--- src/rtl/lut_sweep_if.sv ---
//----------------------------------------------------------------------
// Module   : lut_sweep_if
// Purpose  : Bundles the configuration, evaluate and sweep signals of
//            the LUT sweep engine. The slave side is the engine, the
//            master side is whoever drives it.
// Revision : 1.0
//----------------------------------------------------------------------
`default_nettype none

interface lut_sweep_if #(
    parameter int N_IN  = 4,
    parameter int N_OUT = 4
) ();
    // truth-table configuration
    logic                        cfg_we;
    logic [N_IN-1:0]             cfg_addr;
    logic [N_OUT-1:0]            cfg_data;
    // single-vector evaluation
    logic                        eval_vld;
    logic [N_IN-1:0]             eval_in;
    logic [N_OUT-1:0]            eval_out;
    logic                        eval_out_vld;
    // exhaustive sweep
    logic                        start;
    logic                        busy;
    logic                        row_vld;
    logic [N_IN-1:0]             row_idx;
    logic [N_OUT-1:0]            row_data;
    logic [N_OUT*(N_IN+1)-1:0]   ones_cnt;
    logic                        done;

    modport slave (
        input  cfg_we, cfg_addr, cfg_data, eval_vld, eval_in, start,
        output eval_out, eval_out_vld, busy, row_vld, row_idx, row_data,
               ones_cnt, done
    );

    modport master (
        output cfg_we, cfg_addr, cfg_data, eval_vld, eval_in, start,
        input  eval_out, eval_out_vld, busy, row_vld, row_idx, row_data,
               ones_cnt, done
    );
endinterface

`default_nettype wire

--- src/rtl/lut_sweep_engine.sv ---
//----------------------------------------------------------------------
// Module   : lut_sweep_engine
// Purpose  : Programmable N_OUT-function truth table over N_IN inputs.
//            Supports single-vector evaluation with one cycle latency
//            and an exhaustive sweep that streams every row and counts
//            the ones of each function.
// Revision : 1.0
//----------------------------------------------------------------------
`default_nettype none

module lut_sweep_engine #(
    parameter int N_IN  = 4,
    parameter int N_OUT = 4
) (
    input  wire logic     clk,
    input  wire logic     rst_n,
    lut_sweep_if.slave    bus
);
    localparam int ROWS = 1 << N_IN;
    localparam int CW   = N_IN + 1;   // one extra bit so 2^N_IN fits

    typedef enum logic [1:0] {
        IDLE  = 2'd0,
        SWEEP = 2'd1,
        DONE  = 2'd2
    } state_t;

    state_t              state;
    logic [N_IN-1:0]     idx;
    logic [N_OUT-1:0]    lut [ROWS];
    logic [CW-1:0]       cnt [N_OUT];
    logic                busy;
    logic                row_vld;
    logic [N_IN-1:0]     row_idx;
    logic [N_OUT-1:0]    row_data;
    logic                done;
    logic [N_OUT-1:0]    eval_out;
    logic                eval_out_vld;
    logic [N_OUT*CW-1:0] ones_packed;

    // Truth-table storage; writes are locked out while a sweep is visible
    // as busy so the streamed rows stay consistent.
    always_ff @(posedge clk or negedge rst_n) begin
        if (!rst_n) begin
            for (int r = 0; r < ROWS; r++) begin
                lut[r] <= '0;
            end
        end else if (bus.cfg_we && !busy) begin
            lut[bus.cfg_addr] <= bus.cfg_data;
        end
    end

    // Single-vector evaluate; the non-blocking read returns the row value
    // from before any write at the same edge.
    always_ff @(posedge clk or negedge rst_n) begin
        if (!rst_n) begin
            eval_out     <= '0;
            eval_out_vld <= 1'b0;
        end else begin
            eval_out_vld <= bus.eval_vld;
            if (bus.eval_vld) begin
                eval_out <= lut[bus.eval_in];
            end
        end
    end

    // Sweep controller: streams one row per cycle, accumulates per-function
    // ones counts, then spends one cycle raising done.
    always_ff @(posedge clk or negedge rst_n) begin
        if (!rst_n) begin
            state    <= IDLE;
            idx      <= '0;
            busy     <= 1'b0;
            row_vld  <= 1'b0;
            row_idx  <= '0;
            row_data <= '0;
            done     <= 1'b0;
            for (int k = 0; k < N_OUT; k++) begin
                cnt[k] <= '0;
            end
        end else begin
            case (state)
                IDLE: begin
                    row_vld <= 1'b0;
                    done    <= 1'b0;
                    busy    <= 1'b0;
                    idx     <= '0;
                    // busy still high here means the done cycle is being
                    // shown, so a start in that cycle is ignored as well
                    if (bus.start && !busy) begin
                        state <= SWEEP;
                        busy  <= 1'b1;
                        for (int k = 0; k < N_OUT; k++) begin
                            cnt[k] <= '0;
                        end
                    end
                end
                SWEEP: begin
                    row_vld  <= 1'b1;
                    row_idx  <= idx;
                    row_data <= lut[idx];
                    for (int k = 0; k < N_OUT; k++) begin
                        cnt[k] <= cnt[k] + {{N_IN{1'b0}}, lut[idx][k]};
                    end
                    idx <= idx + 1'b1;
                    if (idx == {N_IN{1'b1}}) begin
                        state <= DONE;
                    end
                end
                DONE: begin
                    row_vld <= 1'b0;
                    done    <= 1'b1;
                    busy    <= 1'b1;
                    state   <= IDLE;
                end
                default: begin
                    state <= IDLE;
                end
            endcase
        end
    end

    // Flatten the per-function counters into the packed output bus.
    always_comb begin
        ones_packed = '0;
        for (int k = 0; k < N_OUT; k++) begin
            ones_packed[k*CW +: CW] = cnt[k];
        end
    end

    assign bus.busy         = busy;
    assign bus.row_vld      = row_vld;
    assign bus.row_idx      = row_idx;
    assign bus.row_data     = row_data;
    assign bus.done         = done;
    assign bus.ones_cnt     = ones_packed;
    assign bus.eval_out     = eval_out;
    assign bus.eval_out_vld = eval_out_vld;

endmodule

`default_nettype wire
--- src/flat_wrapper.sv ---
// flat-port wrapper written by rule: the top's interface ports become plain ports
module lut_sweep_engine_flat 
#(
    parameter int N_IN  = 4,
    parameter int N_OUT = 4
)
  (clk, rst_n, bus_cfg_we, bus_cfg_addr, bus_cfg_data, bus_eval_vld, bus_eval_in, bus_start, bus_eval_out, bus_eval_out_vld, bus_busy, bus_row_vld, bus_row_idx, bus_row_data, bus_ones_cnt, bus_done);
  lut_sweep_if #(.N_IN(N_IN), .N_OUT(N_OUT)) bus_i ();
  input  wire logic clk;
  input  wire logic rst_n;
  input wire logic [$bits(bus_i.cfg_we)-1:0] bus_cfg_we;
  input wire logic [$bits(bus_i.cfg_addr)-1:0] bus_cfg_addr;
  input wire logic [$bits(bus_i.cfg_data)-1:0] bus_cfg_data;
  input wire logic [$bits(bus_i.eval_vld)-1:0] bus_eval_vld;
  input wire logic [$bits(bus_i.eval_in)-1:0] bus_eval_in;
  input wire logic [$bits(bus_i.start)-1:0] bus_start;
  output wire logic [$bits(bus_i.eval_out)-1:0] bus_eval_out;
  output wire logic [$bits(bus_i.eval_out_vld)-1:0] bus_eval_out_vld;
  output wire logic [$bits(bus_i.busy)-1:0] bus_busy;
  output wire logic [$bits(bus_i.row_vld)-1:0] bus_row_vld;
  output wire logic [$bits(bus_i.row_idx)-1:0] bus_row_idx;
  output wire logic [$bits(bus_i.row_data)-1:0] bus_row_data;
  output wire logic [$bits(bus_i.ones_cnt)-1:0] bus_ones_cnt;
  output wire logic [$bits(bus_i.done)-1:0] bus_done;
  assign bus_i.cfg_we = bus_cfg_we;
  assign bus_i.cfg_addr = bus_cfg_addr;
  assign bus_i.cfg_data = bus_cfg_data;
  assign bus_i.eval_vld = bus_eval_vld;
  assign bus_i.eval_in = bus_eval_in;
  assign bus_i.start = bus_start;
  assign bus_eval_out = bus_i.eval_out;
  assign bus_eval_out_vld = bus_i.eval_out_vld;
  assign bus_busy = bus_i.busy;
  assign bus_row_vld = bus_i.row_vld;
  assign bus_row_idx = bus_i.row_idx;
  assign bus_row_data = bus_i.row_data;
  assign bus_ones_cnt = bus_i.ones_cnt;
  assign bus_done = bus_i.done;
  lut_sweep_engine #(.N_IN(N_IN), .N_OUT(N_OUT)) u_core (.clk(clk), .rst_n(rst_n), .bus(bus_i));
endmodule
--- config.mk ---
export PLATFORM = sky130hd
export DESIGN_NAME = lut_sweep_engine_flat
export DESIGN_NICKNAME = d
export VERILOG_FILES = /design/src/rtl/lut_sweep_if.sv /design/src/rtl/lut_sweep_engine.sv /design/src/flat_wrapper.sv
export SDC_FILE = /design/constraint.sdc
export NUM_CORES = 1
export LEC_CHECK = 0
export CORE_MARGIN = 3
export CORE_UTILIZATION = 52
export CTS_BUF_LIST = sky130_fd_sc_hd__clkbuf_8 sky130_fd_sc_hd__clkbuf_16
export CTS_CLUSTER_SIZE = 30
export DETAILED_ROUTE_END_ITERATION = 16
export GPL_ROUTABILITY_DRIVEN = 0
export PLACE_DENSITY = 0.77
export SLEW_MARGIN = 20
export SYNTH_ARGS = -nofsm -noshare
export SYNTH_HDL_FRONTEND = slang
export SYNTH_SLANG_ARGS = --single-unit
--- constraint.sdc ---
create_clock -name clk -period 2.3 [get_ports clk]
set_input_delay 0.575 -clock clk [delete_from_list [all_inputs] [get_ports clk]]
set_output_delay 0.575 -clock clk [all_outputs]
set_load 0.01 [all_outputs]
**Word level (Yosys, flattened, before mapping)**

Index checks and enable logic that the tools add are counted.

- Register bits after elaboration: 106
- Latch bits: 0
- Output and inout bits: 36
- Bits of input ports: 17
- Logic and storage cells: 76
- Bits in read-only memories: 0
- Memories kept: 0
- Bits in writable memories: 0

- $mul: 0
- Reduce and logical (&&, ||, !) cells: 11
- Magnitude comparators: 4
- Equal/unequal tests: 5
- Shift-type cells: 0
- Div/mod/pow operators: 0
- Bitwise logic cells: 3
- Multiplexer cells: 19
- Add/sub/neg operators: 5

Operators by type and width:

| cell | number |
|---|---|
| $bwmux 64 | 1 |
| $pmux 20 s2 | 1 |
| $bmux 4 s4 | 2 |
| $add 5x1->5 | 4 |
| $mux 20 | 1 |
| $mux 4 | 5 |
| $demux 4 s4 | 1 |
| $ge 5x5->1 const B | 3 |
| $not 4->5 | 3 |
| $pmux 4 s2 | 1 |
| $pmux 1 s2 | 3 |
| $reduce_bool 2->1 | 3 |
| $lt 5x1->1 const B | 1 |
| $add 4x1->4 const B | 1 |
| $eq 4x4->1 const B | 1 |
| $mux 2 | 2 |
| $ne 2x1->1 const B | 2 |
| $pmux 2 s2 | 1 |
| $reduce_and 2->1 | 2 |
| $logic_and 1x1->1 | 3 |
| $eq 2x1->1 const B | 1 |
| $eq 2x2->1 const B | 1 |
| $logic_not 2->1 | 1 |
| $reduce_or 2->1 | 1 |
| other kinds (2) | 2 |

**Longest topological paths before layout**

- Depth in word-level cells: 6
- Gate-level depth with buffers: 11
- Gate-level depth less buffers: 9

**Worst setup path after synthesis**

OpenSTA, ideal clock, no wires.

- Path kind: reg-to-reg
- Start: register u_core.idx[0]
- End: register u_core.cnt (netlist bit u_core.bus.ones_cnt[19])
- Setup slack: 0.135 ns
- Arrival: 2.028 ns
- Stages on the path, launching flop included: 12
- Setup time: 0.137 ns
- Path through: dfrtp_1 buf_6 buf_12 mux4_2 o22ai_2 a21oi_2 ha_1 ha_1 nand3_1 a211oi_1 xnor2_1 nor2_1

- Cells in the longest elaborated chain, start to end: 6

RTL lines:

| element | line | source |
|---|---|---|
| from (decl) | lut_sweep_engine.sv:29 | `logic [N_IN-1:0] idx;` |
| from (signal assigned) | lut_sweep_engine.sv:105 | `idx <= idx + 1'b1;` |
| $not 4->5 (implied by the code) | lut_sweep_engine.sv:103 | `cnt[k] <= cnt[k] + {{N_IN{1'b0}}, lut[idx][k]};` |
| $bmux 4 s4 | lut_sweep_engine.sv:103 |  |
| $mux 4 (implied by the code) (2 in series) | lut_sweep_engine.sv:103 |  |
| $add 5x1->5 | lut_sweep_engine.sv:103 |  |
| $pmux 20 s2 | lut_sweep_engine.sv:82 | `case (state)` |
| to (signal, indexed assignment) | lut_sweep_engine.sv:103 |  |
| to (decl) | lut_sweep_engine.sv:31 | `logic [CW-1:0] cnt [N_OUT];` |

No other way between the ends. The select of a mux whose other input is x is not followed.
A chain may end at the register's enable or synchronous reset.

**Final worst setup path**

- Start: register u_core.idx[1]
- End: register u_core.cnt (netlist bit u_core.bus.ones_cnt[19])

The elaborated chain is that of the path after synthesis.

==> impl_metrics.ini <==
[sta]
worstMarginPinSlew_ns = 1.10
hold_violations = 0
clock.fmax_mhz = 438
finalCritPeriodShare_pct = 99.3
slew_violations = 0
relSlewSlack_pct = 25.9
min_period_ns = 2.28
rsz0062_at_grt = true
hold-worst-slack_ns = 0.159
setup-violations-final = 0
final.setup_skew_ns = 0.0145

[routing]
final_antenna_net_count = 0
via_per_inst = 6.12
drt_iter0_drc = 221
avgRoutedWirePerCell_um = 20.8
wirelength_mm = 12.5
firstDrtPassIters = 4
dr_total_vias = 3683
drcViolationCount = 0

[logic_synthesis]
synth-edff-count = 0
syn_area_um2 = 5400
synth_nets = 415
syn_area_per_cell_um2 = 13.9
synth_warnings = 0
ys_seq_area_share_pct = 49.1
synth_cell_types = 43
synthFlopType = dfrtp_1
synth_seq_cells = 106
synth_cells = 389
async_flop_share_pct = 100

[floorplanning]
die_w_um = 108
fp.dieArea_um2 = 11600
die-height_um = 108
rows = 36
core_um2 = 9950
initial_utilization_pct = 54.3
io_pins = 53

[finish]
fillers = 731
final_common_cell = dfrtp_1
register_area_um2 = 2650
syn_to_final_growth_pct = 23.5
nNetsFinal = 490
multi_input_area_um2 = 2720
layout-drive-gt1-share_pct = 37.5
finish.utilization_pct = 67.0
layout_common_cells = 105 x dfrtp_1, 72 x mux2_2, 51 x clkdlybuf4s50_1
diodes = 0

[critical_path]
cp_cell_sequence = buf_12 -> mux4_2 -> mux2i_2 -> a21oi_2 -> ha_2 -> ha_4 -> nand3_2 -> a211oi_2 -> xnor2_1 -> nor2_1
worstReg2RegEnd = u_core.bus.ones_cnt[19]$_DFFE_PN0P_
rrSetupSlack_ns = 0.02
path_max_fanout = 7
path_buf_inv = 1
crit_required_ns = 2.56
endpoint_kind = register
crit_family = multiplexers
cp_data_arrival_time_ns = 2.54
max_stage_delay_ns = 0.51
worstRegToRegCells = 10
worstSetupStartpointType = register
worstSetupPathType = register to register
cpMaxStageDelayCell = mux4_2
r2r-start = u_core.idx[1]$_DFFE_PN0P_

[power_and_ir_drop]
powerDensity_nw_per_um2 = 1300
swShare_pct = 34.2
switchingPower_mw = 2.97
leakage_nw = 2.87
comb_power_share_pct = 46.7
power_mw = 8.69
sequentialPowerShare_pct = 38.6
ir_worst_vdd_uv = 656
pwr-share-clk_pct = 14.7
p_int_mw = 5.72

[global_route]
grt_overflow_total = 0
met2_usage_pct = 37.7
grtUsageTotal_pct = 22.3
grt_pass1_vias = 3790
grt_util_met3_pct = 4.38
globalRouteMet1Util_pct = 28.9
grt_pass1_wl_mm = 19.8
grt_max_degree = 43
antenna_found_initial = 0
grt-busiest-layer = met2

[clock_network]
clk_latency_ns = 0.39
cts_buffers = 9
cts_max_level = 3
tritoncts = yes
clk_pin_slew_ns = 0.11
holdBufCountCts = 0
clock-sinks = 106
clockBufferDepth = 2
cts-root-buf = clkbuf_8

[run]
cap_violations = 0

[place]
dp_hpwl_mm = 8.84
io_buffers = 52

[status]
status = finished clean

[min_path]
hold_class = input port to async pin
area by class of cell:
class	count	area share, %
repair buffers	88	13.5
inverters	2	0.113
clock buffers	9	1.86
well taps	133	2.50
clock inverters	7	1.43
flip-flops and latches	106	39.8
multi-input cells	257	40.8
registers in the layout, summed over array words and instances (netlist names):
signal                   cells
u_core.state                 2
u_core.bus.row_vld           1
u_core.bus.row_idx           4
u_core.idx                   4
u_core.bus.row_data          4
u_core.bus.busy              1
u_core.bus.done              1
u_core.bus.eval_out_vld      1
u_core.bus.eval_out          4
u_core.bus.ones_cnt         20
u_core.lut                  64
per-layer routing:
metal / part of all wire [%] / wire [um]
met1: 42 / 5240
met2: 49 / 6190
met3: 5.8 / 731
met4: 2.9 / 360
met5: 0 / 0
cells in the mapped netlist, types with 5 or more instances:
library cell | number | share of area (%)
ha_1 | 9 | 2.1
dfrtp_1 | 106 | 49
buf_2 | 8 | 0.74
a22o_1 | 9 | 1.5
mux2i_1 | 17 | 3.2
mux2_2 | 72 | 15
nand3_1 | 6 | 0.56
mux4_1 | 14 | 6.8
clkbuf_1 | 9 | 0.63
nor2_1 | 12 | 0.83
mux4_2 | 18 | 7.5
o21ai_0 | 19 | 1.8
nor2b_1 | 5 | 0.58
nand2_1 | 33 | 2.3
cells by family after synthesis:
logic type | synth area share, %
flip-flops | 49.1
AND/OR/NAND/NOR | 6.67
multiplexers | 32.5
buffers and inverters | 3.06
XOR/XNOR | 0.973
adder cells (fa/ha/maj) | 2.08
AO/OA/AOI/OAI | 5.63
power groups by stage:
stage	registers, mW	clock network [mW]	logic, mW
floorplan	3.18	0	2.27
global placement	3.26	0	3.43
detailed placement	3.31	0	3.56
CTS	3.29	1.30	3.75
global route	3.44	1.37	4.41
finish	3.35	1.28	4.06
per-stage QoR:
step	area (um^2)	worst slack (ns)	instances	TNS, ns
global route	6670	-0.100	602	-0.454
floorplan	5400	0.135	389	0
finish	6670	0.0157	602	0
CTS	6530	-0.0145	598	-0.0271
global placement	6230	-0.141	580	-0.741
detailed placement	6230	-0.191	580	-1.41
what timing repair did:
action                     4_1_cts  5_1_grt
pin swaps                        6       11
hold endpoints to repair         0        0
buffers inserted                 1        4
gates cloned                     1        0
setup endpoints to repair        6       14
resized for setup               13       34
worst max-delay path by stage:
stage / endpoint / cells after the start / startpoint / slack [ns]
2_1_floorplan: u_core.bus.ones_cnt[19]$_DFFE_PN0P_ / 11 / u_core.idx[0]$_DFFE_PN0P_ / 0.13
3_3_place_gp: u_core.bus.eval_out[1]$_DFFE_PN0P_ / 6 / bus_eval_in[1] / -0.14
3_5_place_dp: u_core.bus.eval_out[1]$_DFFE_PN0P_ / 6 / bus_eval_in[1] / -0.19
4_1_cts: u_core.bus.ones_cnt[4]$_DFFE_PN0P_ / 10 / u_core.idx[0]$_DFFE_PN0P_ / -0.01
5_1_grt: u_core.bus.ones_cnt[9]$_DFFE_PN0P_ / 10 / u_core.idx[1]$_DFFE_PN0P_ / -0.10
6_report: u_core.bus.ones_cnt[19]$_DFFE_PN0P_ / 10 / u_core.idx[1]$_DFFE_PN0P_ / 0.02
(Power assumes the default switching activity.)
